`config.mk`:
```
export PLATFORM = sky130hd
export DESIGN_NAME = mem_stage
export DESIGN_NICKNAME = d
export VERILOG_FILES = /design/src/rtl/mem_stage.sv
export SDC_FILE = /design/constraint.sdc
export NUM_CORES = 1
export LEC_CHECK = 0
export CORE_ASPECT_RATIO = 0.6
export CORE_MARGIN = 5
export CORE_UTILIZATION = 44
export CTS_BUF_LIST = sky130_fd_sc_hd__clkbuf_8
export CTS_CLUSTER_SIZE = 10
export DETAILED_ROUTE_END_ITERATION = 16
export PLACE_DENSITY = 0.83
export SYNTH_ARGS = -nofsm -noshare
export SYNTH_HDL_FRONTEND = slang
export SYNTH_SLANG_ARGS = --single-unit
export TNS_END_PERCENT = 10
```
`constraint.sdc`:
```
create_clock -name clk -period 1.8 [get_ports clk]
set_input_delay 0.36 -clock clk [delete_from_list [all_inputs] [get_ports clk]]
set_output_delay 0.36 -clock clk [all_outputs]
set_load 0.005 [all_outputs]
```
`src/rtl/mem_stage.sv`:
```
// mem_stage: memory-access stage of the 32-bit LoongArch pipeline.
// Issues loads and stores to the data memory over a req/ready handshake.
// It aligns store data to the byte lanes and extends load data. While an
// access is outstanding it holds the upstream stage with MEM_stall. Its
// results are registered toward writeback.
//
// Ports:
//   clk, rst                 clock, synchronous active-high reset
//   MEM_*_in                 instruction from the EX/MEM register
//   dmem_req/we/addr/wstrb/wdata, dmem_ready/rdata
//                            data-memory handshake
//   MEM_stall                upstream hold
//   MEM_WB_*_out             registered results toward writeback
//
// state | meaning
// ------+-----------------------------------------------------------
// IDLE  | accepting; non-mem and misaligned ops finish in one cycle
// BUSY  | access outstanding, request held until dmem_ready

`ifndef PC_RST
`define PC_RST 32'h1c00_0000
`endif

module mem_stage #(
    parameter int AW = 32,
    parameter int DW = 32
) (
    input  logic          clk,
    input  logic          rst,
    input  logic          MEM_valid_in,
    input  logic [31:0]   MEM_PC_in,
    input  logic [31:0]   MEM_inst_in,
    input  logic [3:0]    MEM_op_in,
    input  logic [31:0]   MEM_ALU_res_in,
    input  logic [DW-1:0] MEM_st_data_in,
    input  logic [4:0]    MEM_rd_in,
    input  logic          MEM_wen_in,
    output logic          dmem_req,
    output logic          dmem_we,
    output logic [AW-1:0] dmem_addr,
    output logic [3:0]    dmem_wstrb,
    output logic [DW-1:0] dmem_wdata,
    input  logic          dmem_ready,
    input  logic [DW-1:0] dmem_rdata,
    output logic          MEM_stall,
    output logic          MEM_WB_valid_out,
    output logic [31:0]   MEM_WB_PC_out,
    output logic [31:0]   MEM_WB_inst_out,
    output logic [4:0]    MEM_WB_rd_out,
    output logic          MEM_WB_wen_out,
    output logic [DW-1:0] MEM_WB_wdata_out,
    output logic          MEM_WB_ale_out
);

    localparam logic [3:0] OP_LDB  = 4'd1;
    localparam logic [3:0] OP_LDH  = 4'd2;
    localparam logic [3:0] OP_LDW  = 4'd3;
    localparam logic [3:0] OP_STB  = 4'd4;
    localparam logic [3:0] OP_STH  = 4'd5;
    localparam logic [3:0] OP_STW  = 4'd6;
    localparam logic [3:0] OP_LDBU = 4'd7;
    localparam logic [3:0] OP_LDHU = 4'd8;

    typedef enum logic {IDLE, BUSY} state_t;

    state_t      state, state_nx;

    logic [3:0]  op_q;
    logic [31:0] addr_q;
    logic [31:0] sdata_q;
    logic [31:0] pc_q;
    logic [31:0] inst_q;
    logic [4:0]  rd_q;
    logic        wen_q;

    logic        in_mem;
    logic        in_misal;
    logic        accept;
    logic [1:0]  off;
    logic        is_store_q;
    logic [7:0]  byte_sel;
    logic [15:0] half_sel;
    logic [31:0] load_val;

    // Decode of the incoming op
    always_comb begin
        in_mem   = (MEM_op_in >= OP_LDB) && (MEM_op_in <= OP_LDHU);
        in_misal = 1'b0;
        case (MEM_op_in)
            OP_LDH, OP_STH, OP_LDHU: in_misal = MEM_ALU_res_in[0];
            OP_LDW, OP_STW:          in_misal = |MEM_ALU_res_in[1:0];
            default:                 in_misal = 1'b0;
        endcase
        accept = MEM_valid_in && in_mem && !in_misal;
    end

    always_ff @(posedge clk) begin
        if (rst) state <= IDLE;
        else     state <= state_nx;
    end

    always_comb begin
        state_nx  = state;
        MEM_stall = 1'b0;
        dmem_req  = 1'b0;
        case (state)
            IDLE: begin
                if (accept) begin
                    MEM_stall = 1'b1;
                    state_nx  = BUSY;
                end
            end
            BUSY: begin
                dmem_req  = 1'b1;
                // Release upstream in the completing cycle so it advances
                // on the same edge the result is registered.
                MEM_stall = !dmem_ready;
                if (dmem_ready) state_nx = IDLE;
            end
            default: state_nx = IDLE;
        endcase
    end

    // Store formatting from the latched access
    assign off        = addr_q[1:0];
    assign is_store_q = (op_q == OP_STB) || (op_q == OP_STH) || (op_q == OP_STW);
    assign dmem_addr  = AW'({addr_q[31:2], 2'b00});
    assign dmem_we    = is_store_q;

    always_comb begin
        dmem_wstrb = 4'b0000;
        dmem_wdata = '0;
        case (op_q)
            OP_STB: begin
                dmem_wstrb = 4'b0001 << off;
                dmem_wdata = {4{sdata_q[7:0]}};
            end
            OP_STH: begin
                dmem_wstrb = off[1] ? 4'b1100 : 4'b0011;
                dmem_wdata = {2{sdata_q[15:0]}};
            end
            OP_STW: begin
                dmem_wstrb = 4'b1111;
                dmem_wdata = sdata_q;
            end
            default: begin
                dmem_wstrb = 4'b0000;
                dmem_wdata = '0;
            end
        endcase
    end

    // Load extraction from the returned word
    always_comb begin
        byte_sel = dmem_rdata[{off, 3'b000} +: 8];
        half_sel = off[1] ? dmem_rdata[31:16] : dmem_rdata[15:0];
        case (op_q)
            OP_LDB:  load_val = {{24{byte_sel[7]}}, byte_sel};
            OP_LDBU: load_val = {24'h0, byte_sel};
            OP_LDH:  load_val = {{16{half_sel[15]}}, half_sel};
            OP_LDHU: load_val = {16'h0, half_sel};
            OP_LDW:  load_val = dmem_rdata;
            default: load_val = 32'h0;
        endcase
    end

    always_ff @(posedge clk) begin
        if (rst) begin
            op_q             <= 4'd0;
            addr_q           <= 32'h0;
            sdata_q          <= 32'h0;
            pc_q             <= 32'h0;
            inst_q           <= 32'h0;
            rd_q             <= 5'd0;
            wen_q            <= 1'b0;
            MEM_WB_valid_out <= 1'b0;
            MEM_WB_PC_out    <= `PC_RST;
            MEM_WB_inst_out  <= 32'h0;
            MEM_WB_rd_out    <= 5'd0;
            MEM_WB_wen_out   <= 1'b0;
            MEM_WB_wdata_out <= '0;
            MEM_WB_ale_out   <= 1'b0;
        end else begin
            case (state)
                IDLE: begin
                    if (!MEM_valid_in) begin
                        MEM_WB_valid_out <= 1'b0;
                        MEM_WB_wen_out   <= 1'b0;
                    end else if (!in_mem || in_misal) begin
                        MEM_WB_valid_out <= 1'b1;
                        MEM_WB_PC_out    <= MEM_PC_in;
                        MEM_WB_inst_out  <= MEM_inst_in;
                        MEM_WB_rd_out    <= MEM_rd_in;
                        MEM_WB_wen_out   <= in_mem ? 1'b0 : MEM_wen_in;
                        MEM_WB_wdata_out <= MEM_ALU_res_in;
                        MEM_WB_ale_out   <= in_mem;
                    end else begin
                        op_q             <= MEM_op_in;
                        addr_q           <= MEM_ALU_res_in;
                        sdata_q          <= MEM_st_data_in;
                        pc_q             <= MEM_PC_in;
                        inst_q           <= MEM_inst_in;
                        rd_q             <= MEM_rd_in;
                        wen_q            <= MEM_wen_in;
                        MEM_WB_valid_out <= 1'b0;
                        MEM_WB_wen_out   <= 1'b0;
                    end
                end
                BUSY: begin
                    if (dmem_ready) begin
                        MEM_WB_valid_out <= 1'b1;
                        MEM_WB_PC_out    <= pc_q;
                        MEM_WB_inst_out  <= inst_q;
                        MEM_WB_rd_out    <= rd_q;
                        MEM_WB_wen_out   <= is_store_q ? 1'b0 : wen_q;
                        MEM_WB_wdata_out <= is_store_q ? 32'h0 : load_val;
                        MEM_WB_ale_out   <= 1'b0;
                    end else begin
                        MEM_WB_valid_out <= 1'b0;
                        MEM_WB_wen_out   <= 1'b0;
                    end
                end
                default: begin
                    MEM_WB_valid_out <= 1'b0;
                    MEM_WB_wen_out   <= 1'b0;
                end
            endcase
        end
    end

endmodule

```
# --- Word level (Yosys, flattened, before mapping) ---
# Index checks and enable logic that the tools add are counted.
word_totals:
  ff_bits: 243
  output_inout_bits: 175
  wordCells: 93
classes:
  n_lt_le_gt_ge: 2
  n_eq_ne: 16
  shifts: 2
  mux: 42
  bitwise: 2
  n_reduce_logical: 14
ops:
  columns: ["op", "count"]
  rows:
  - ["32-bit two-way mux", 10]
  - ["32-bit case mux with 2 select lines", 3]
  - ["32-bit case mux with 5 select lines", 1]
  - ["32-bit case mux with 3 select lines", 1]
  - ["32-bit by 6-bit variable part select with 8-bit output", 1]
  - ["4-bit by 3-bit == test with 1-bit output (second input constant)", 6]
  - ["4-bit by 2-bit == test with 1-bit output (second input constant)", 4]
  - ["16-bit two-way mux", 1]
  - ["5-bit two-way mux", 3]
  - ["1-bit two-way mux", 14]
  - ["1-bit case mux with 2 select lines", 6]
  - ["4-bit case mux with 3 select lines", 1]
  - ["5-bit case mux with 2 select lines", 1]
  - ["4-bit == test (second input constant)", 2]
  - ["2-bit != test (second input constant)", 3]
  - ["3-bit AND reduction", 2]
  - ["4-bit by 1-bit == test with 1-bit output (second input constant)", 1]
  - ["4-bit by 1-bit greater-or-equal comparator with 1-bit output (second input constant)", 1]
  - ["4-bit less-or-equal comparator (second input constant)", 1]
  - ["4-bit two-way mux", 1]
  - ["2-bit OR reduction", 2]
  - ["1-bit by 2-bit << shifter with 4-bit output (first input constant)", 1]
  - ["1-bit logical AND", 3]
  - ["1-bit zero test", 3]
  - ["other kinds (3)", 6]

# --- Longest topological paths before layout ---
logic_depth:
  depth_word: 7
  depth_mapped: 7

# --- Worst setup path after synthesis ---
# No wires, ideal clock.
synth_timing:
  path_kind: "register -> output"
  from: "register op_q[1]"
  to: "output dmem_wdata[26]"
  t_arrival_ps: 1521
  required_ps: 1440
  slack_ps: -81
  stages_incl_launch_ff: 8
  n_path_buf: 3
  cell_sequence: "dfxtp_1 buf_2 buf_1 buf_1 a21oi_1 nor2_1 a21oi_1 nor2_1"
synth_between:
  elab_chain_len: 2
  word_cells_on_any_way: 4
  classes_between: "eq/ne: 3; mux: 1"
synth_lines:
  columns: ["element", "line", "source"]
  rows:
  - ["from (decl)", "68", "logic [3:0] op_q;"]
  - ["from (signal assigned)", "198", "op_q <= MEM_op_in;"]
  - ["4-bit by 3-bit == test with 1-bit output", "133", "case (op_q)"]
  - ["32-bit case mux with 3 select lines (*)", "133", null]
  - ["to (decl)", "42", "output logic [DW-1:0] dmem_wdata,"]
# Mark *: on every way between the ends. The rest lies on a longest branch, timed or not.

# --- Worst setup path in the final report ---
layout_timing:
  from: "register op_q[1]"
  to: "output dmem_wdata[25]"
# The elaborated chain is that of the path after synthesis.

==> flow_summary_export.csv <==
group,metric,value,unit
run_status,status,"finished with violations",
run_status,violations,"setup timing",
logic_synthesis,yosys.cell_types.count,53,
worst_setup_path,slowest_stage,"dfxtp_4",
clocking,clk_latency,560,ps
global_routing,antenna_found_initial,6,
sta,layout_setup_ws,-477,ps
clocking,clock_sinks,243,
clocking,root_buffer,"clkbuf_8",
clocking,cts_tree,"done",
power,powerDensity,828,nW/um2
worst_setup_path,slowest_delay,380,ps
placement,dp_hpwl,29.7,mm
drt,totalWireLength,45.3,mm
power,p_int,10.2,mW
global_routing,grt_usage,28.6,%
placement,port_buffers,346,
layout,post-route-util,67.8,%
worst_setup_path,cpLargestDelayFamily,"simple AND/OR/NAND/NOR gates",
power,pwr-share-comb,21.7,%
logic_synthesis,netlist_area,11400,um2
clocking,cts_buffers,38,
clocking,cts.clk_slew.worst_paths,60,ps
layout,stdcell_area,17200,um2
power,leakagePower,7.35,nW
drt,drtIter0Drc,1702,
placement,gp_congestion,1.01,
layout,stdcell_count,2095,
layout,seqCellArea,4920,um2
power,switching_share,28.4,%
placement,placed_cells,1990,
die,core,25300,um2
die,rows,45,
global_routing,grt_pass1_wl,68.0,mm
layout,fill_cells,1930,
power,power_frac_seq,42.3,%
die,die-height,134,um
placement,pre_cts_ws,-737,ps
worst_setup_path,cp-end-kind,"primary output",
die,die_w,217,um
layout,drive_gt1_share,25.7,%
drt,wl_per_cell,21.6,um
global_routing,grt_start_max_net_pins,93,
logic_synthesis,yosysSeqAreaShare,42.8,%
worst_setup_path,critPathKind,"flop to primary output",
layout,multi_input_area,6000,um2
logic_synthesis,yosysWarnings,0,
logic_synthesis,syn_area_per_cell,8.27,um2
power,irDropWorstVdd,0.515,mV
drt,vias,12700,
die,start_util,44.9,%
power,clkPwrFrac,36.0,%
worst_setup_path,cp-start-kind,"flop",
drt,vias_per_cell,6.07,
layout,syn_to_final_growth,51.1,%
drt,drc_errors,0,
layout,final_cell_mix,"nor2_1, dfxtp_1, clkdlybuf4s50_1, a21oi_1, o21ai_0",
die,dieArea,29300,um2
global_routing,grt_overflow,0,
sta,worst_pin_slew,616,ps
sta,fin_crit_sh,126,%
job,cap_violations,0,
logic_synthesis,netlist_instances,1374,
clocking,htree_levels,2,
placement,placed_cell_area,15600,um2
layout,final_common_cell,"nor2_1",
power,p_sw,4.03,mW
sta,period_minus_slack,2280,ps
sta,drv_slew,0,
die,ios,349,
global_routing,grt_pass1_vias,12100,
sta,skew,23.2,ps
worst_setup_path,worstPathArrival,1920,ps
clocking,postCtsHoldBufs,0,
sta,hold_viol,0,
layout,finalNetCount,1906,
drt,ant_nets,0,
power,finalPower,14.2,mW
worst_setup_path,crit_fanout,6,
worst_setup_path,path_buf_inv,3,
sta,fmax,439,MHz
min_path,hold_class,"input pin to flop",
sta,setup_viol,67,
sta,rsz0062_at_grt,"yes",
logic_synthesis,yosys_register_bits,243,
worst_setup_path,path_cells,"buf_12 > buf_6 > nor2b_4 > a21oi_2 > nor2_1 > a21oi_2 > nor2_1 > buf_2",
drt,drt_pass1_iterations,7,
worst_setup_path,critical_path_required,1440,ps
sta,maxSlewHeadroom,59.0,%
clocking,cts.path.max_buffers,3,
==> power by group through the flow <==
stage          clock network [mW]  logic [mW]  registers [mW]
6_report                     5.12        3.08            6.02
5_1_grt                      5.43        3.27            6.05
4_1_cts                      5.18        3.00            6.01
3_5_place_dp                    0        2.98            6.11
3_3_place_gp                    0        2.92            6.10
2_1_floorplan                   0        1.34            6.07
==> path summary, 6_finish.rpt <==
kind                       start                  end  slack [ps]  cells past startpoint
hold / removal      MEM_op_in[1]              op_q[1]         220                      3
setup / recovery         op_q[1]       dmem_wdata[25]        -480                      8
hold reg to reg   MEM_WB_ale_out       MEM_WB_ale_out         470                      2
setup reg to reg         op_q[0]  MEM_WB_wdata_out[6]        -310                      9
==> kinds of logic after synthesis <==
family | after synthesis | synth area share, %
xor gates and xnor gates | 3 | 0.231
other | 1 | 0.0330
muxes | 13 | 2.04
AOI/OAI and AO/OA | 494 | 29.5
DFF | 243 | 42.8
and+or+nand+nor | 433 | 17.5
buffers and inverters | 187 | 7.95
==> per-layer routing <==
| layer | track usage, % | share of wire (%) | wire length (um) | vias up |
|---|---|---|---|---|
| li1 | - | - | - | 5706 |
| met3 | 7.04 | 11 | 4950 | 125 |
| met1 | 39.5 | 41 | 18700 | 6051 |
| met4 | 9.40 | 3.3 | 1480 | 0 |
| met2 | 44.2 | 45 | 20200 | 840 |
| met5 | 0 | 0 | 0 | - |
==> through the flow <==
stage | TNS, ps | hold WS [ps]
CTS | -15010 | 183
global placement | -132090 | 452
global route | -21800 | 199
detailed placement | -149950 | 460
finish | -16300 | 224
floorplan | -389 | 444
==> registers in the layout (all words and copies together), names as in the netlist <==
signal	cells
inst_q	32
state	1
MEM_WB_valid_out	1
MEM_WB_wen_out	1
MEM_WB_rd_out	5
op_q	4
MEM_WB_inst_out	32
rd_q	5
addr_q	32
MEM_WB_ale_out	1
pc_q	32
wen_q	1
MEM_WB_PC_out	32
MEM_WB_wdata_out	32
sdata_q	32
==> what timing repair did <==
item | in CTS | in global routing
buffers inserted | 25 | 4
gates cloned | 2 | 0
setup endpoints to repair | 278 | 113
gates resized for setup | 349 | 94
pin swaps | 50 | 27
==> layout make-up <==
type                            count  area share [%]
Multi-Input combinational cell    945            34.9
Timing Repair Buffer              498            29.0
Sequential cell                   243            28.6
Clock buffer                       49            3.93
Tap cell                          329            2.40
Clock inverter                     19           0.881
Inverter                            6           0.146
Antenna cell                        6          0.0874
==> Yosys cell counts, drive strengths merged <==
cell,instances,share of area (%)
dfxtp,243,43
nor2,219,7.4
a21oi,170,7.5
o21ai,157,6.9
nand3,143,6.3
clkbuf,98,3.2
buf,83,4.5
o221a,66,6.5
a221oi,32,3.4
a22oi,26,1.7
nor2b,20,1.1
nand2,15,0.50
and2,12,0.66
a211oi,10,0.66
nand2b,9,0.50
a32o,8,0.70
mux4,8,1.6
a222oi,7,0.62
a311oi,6,0.46
inv,6,0.20
and3,5,0.28
mux2i,4,0.35
a21o,3,0.20
and3b,3,0.24
a31oi,2,0.24
nor3,2,0.18
o21a,2,0.13
xnor2,2,0.15
a311o,1,0.088
a31o,1,0.077
and2b,1,0.066
conb,1,0.033
mux2,1,0.099
nand4,1,0.055
nor3b,1,0.066
nor4b,1,0.077
o22ai,1,0.055
o311ai,1,0.077
o32ai,1,0.077
or2,1,0.055
xor2,1,0.077
==> worst reg2reg max path, stage by stage (launching register included) <==
cell and delay [ps]:
dfxtp_4 400, buf_8 130, buf_12 110, nor2_4 50, buf_6 100, a32o_2 250, buf_12 160, a32o_1 260
a222oi_1 380, a221oi_1 140
Power figures use the tool's default switching activity.
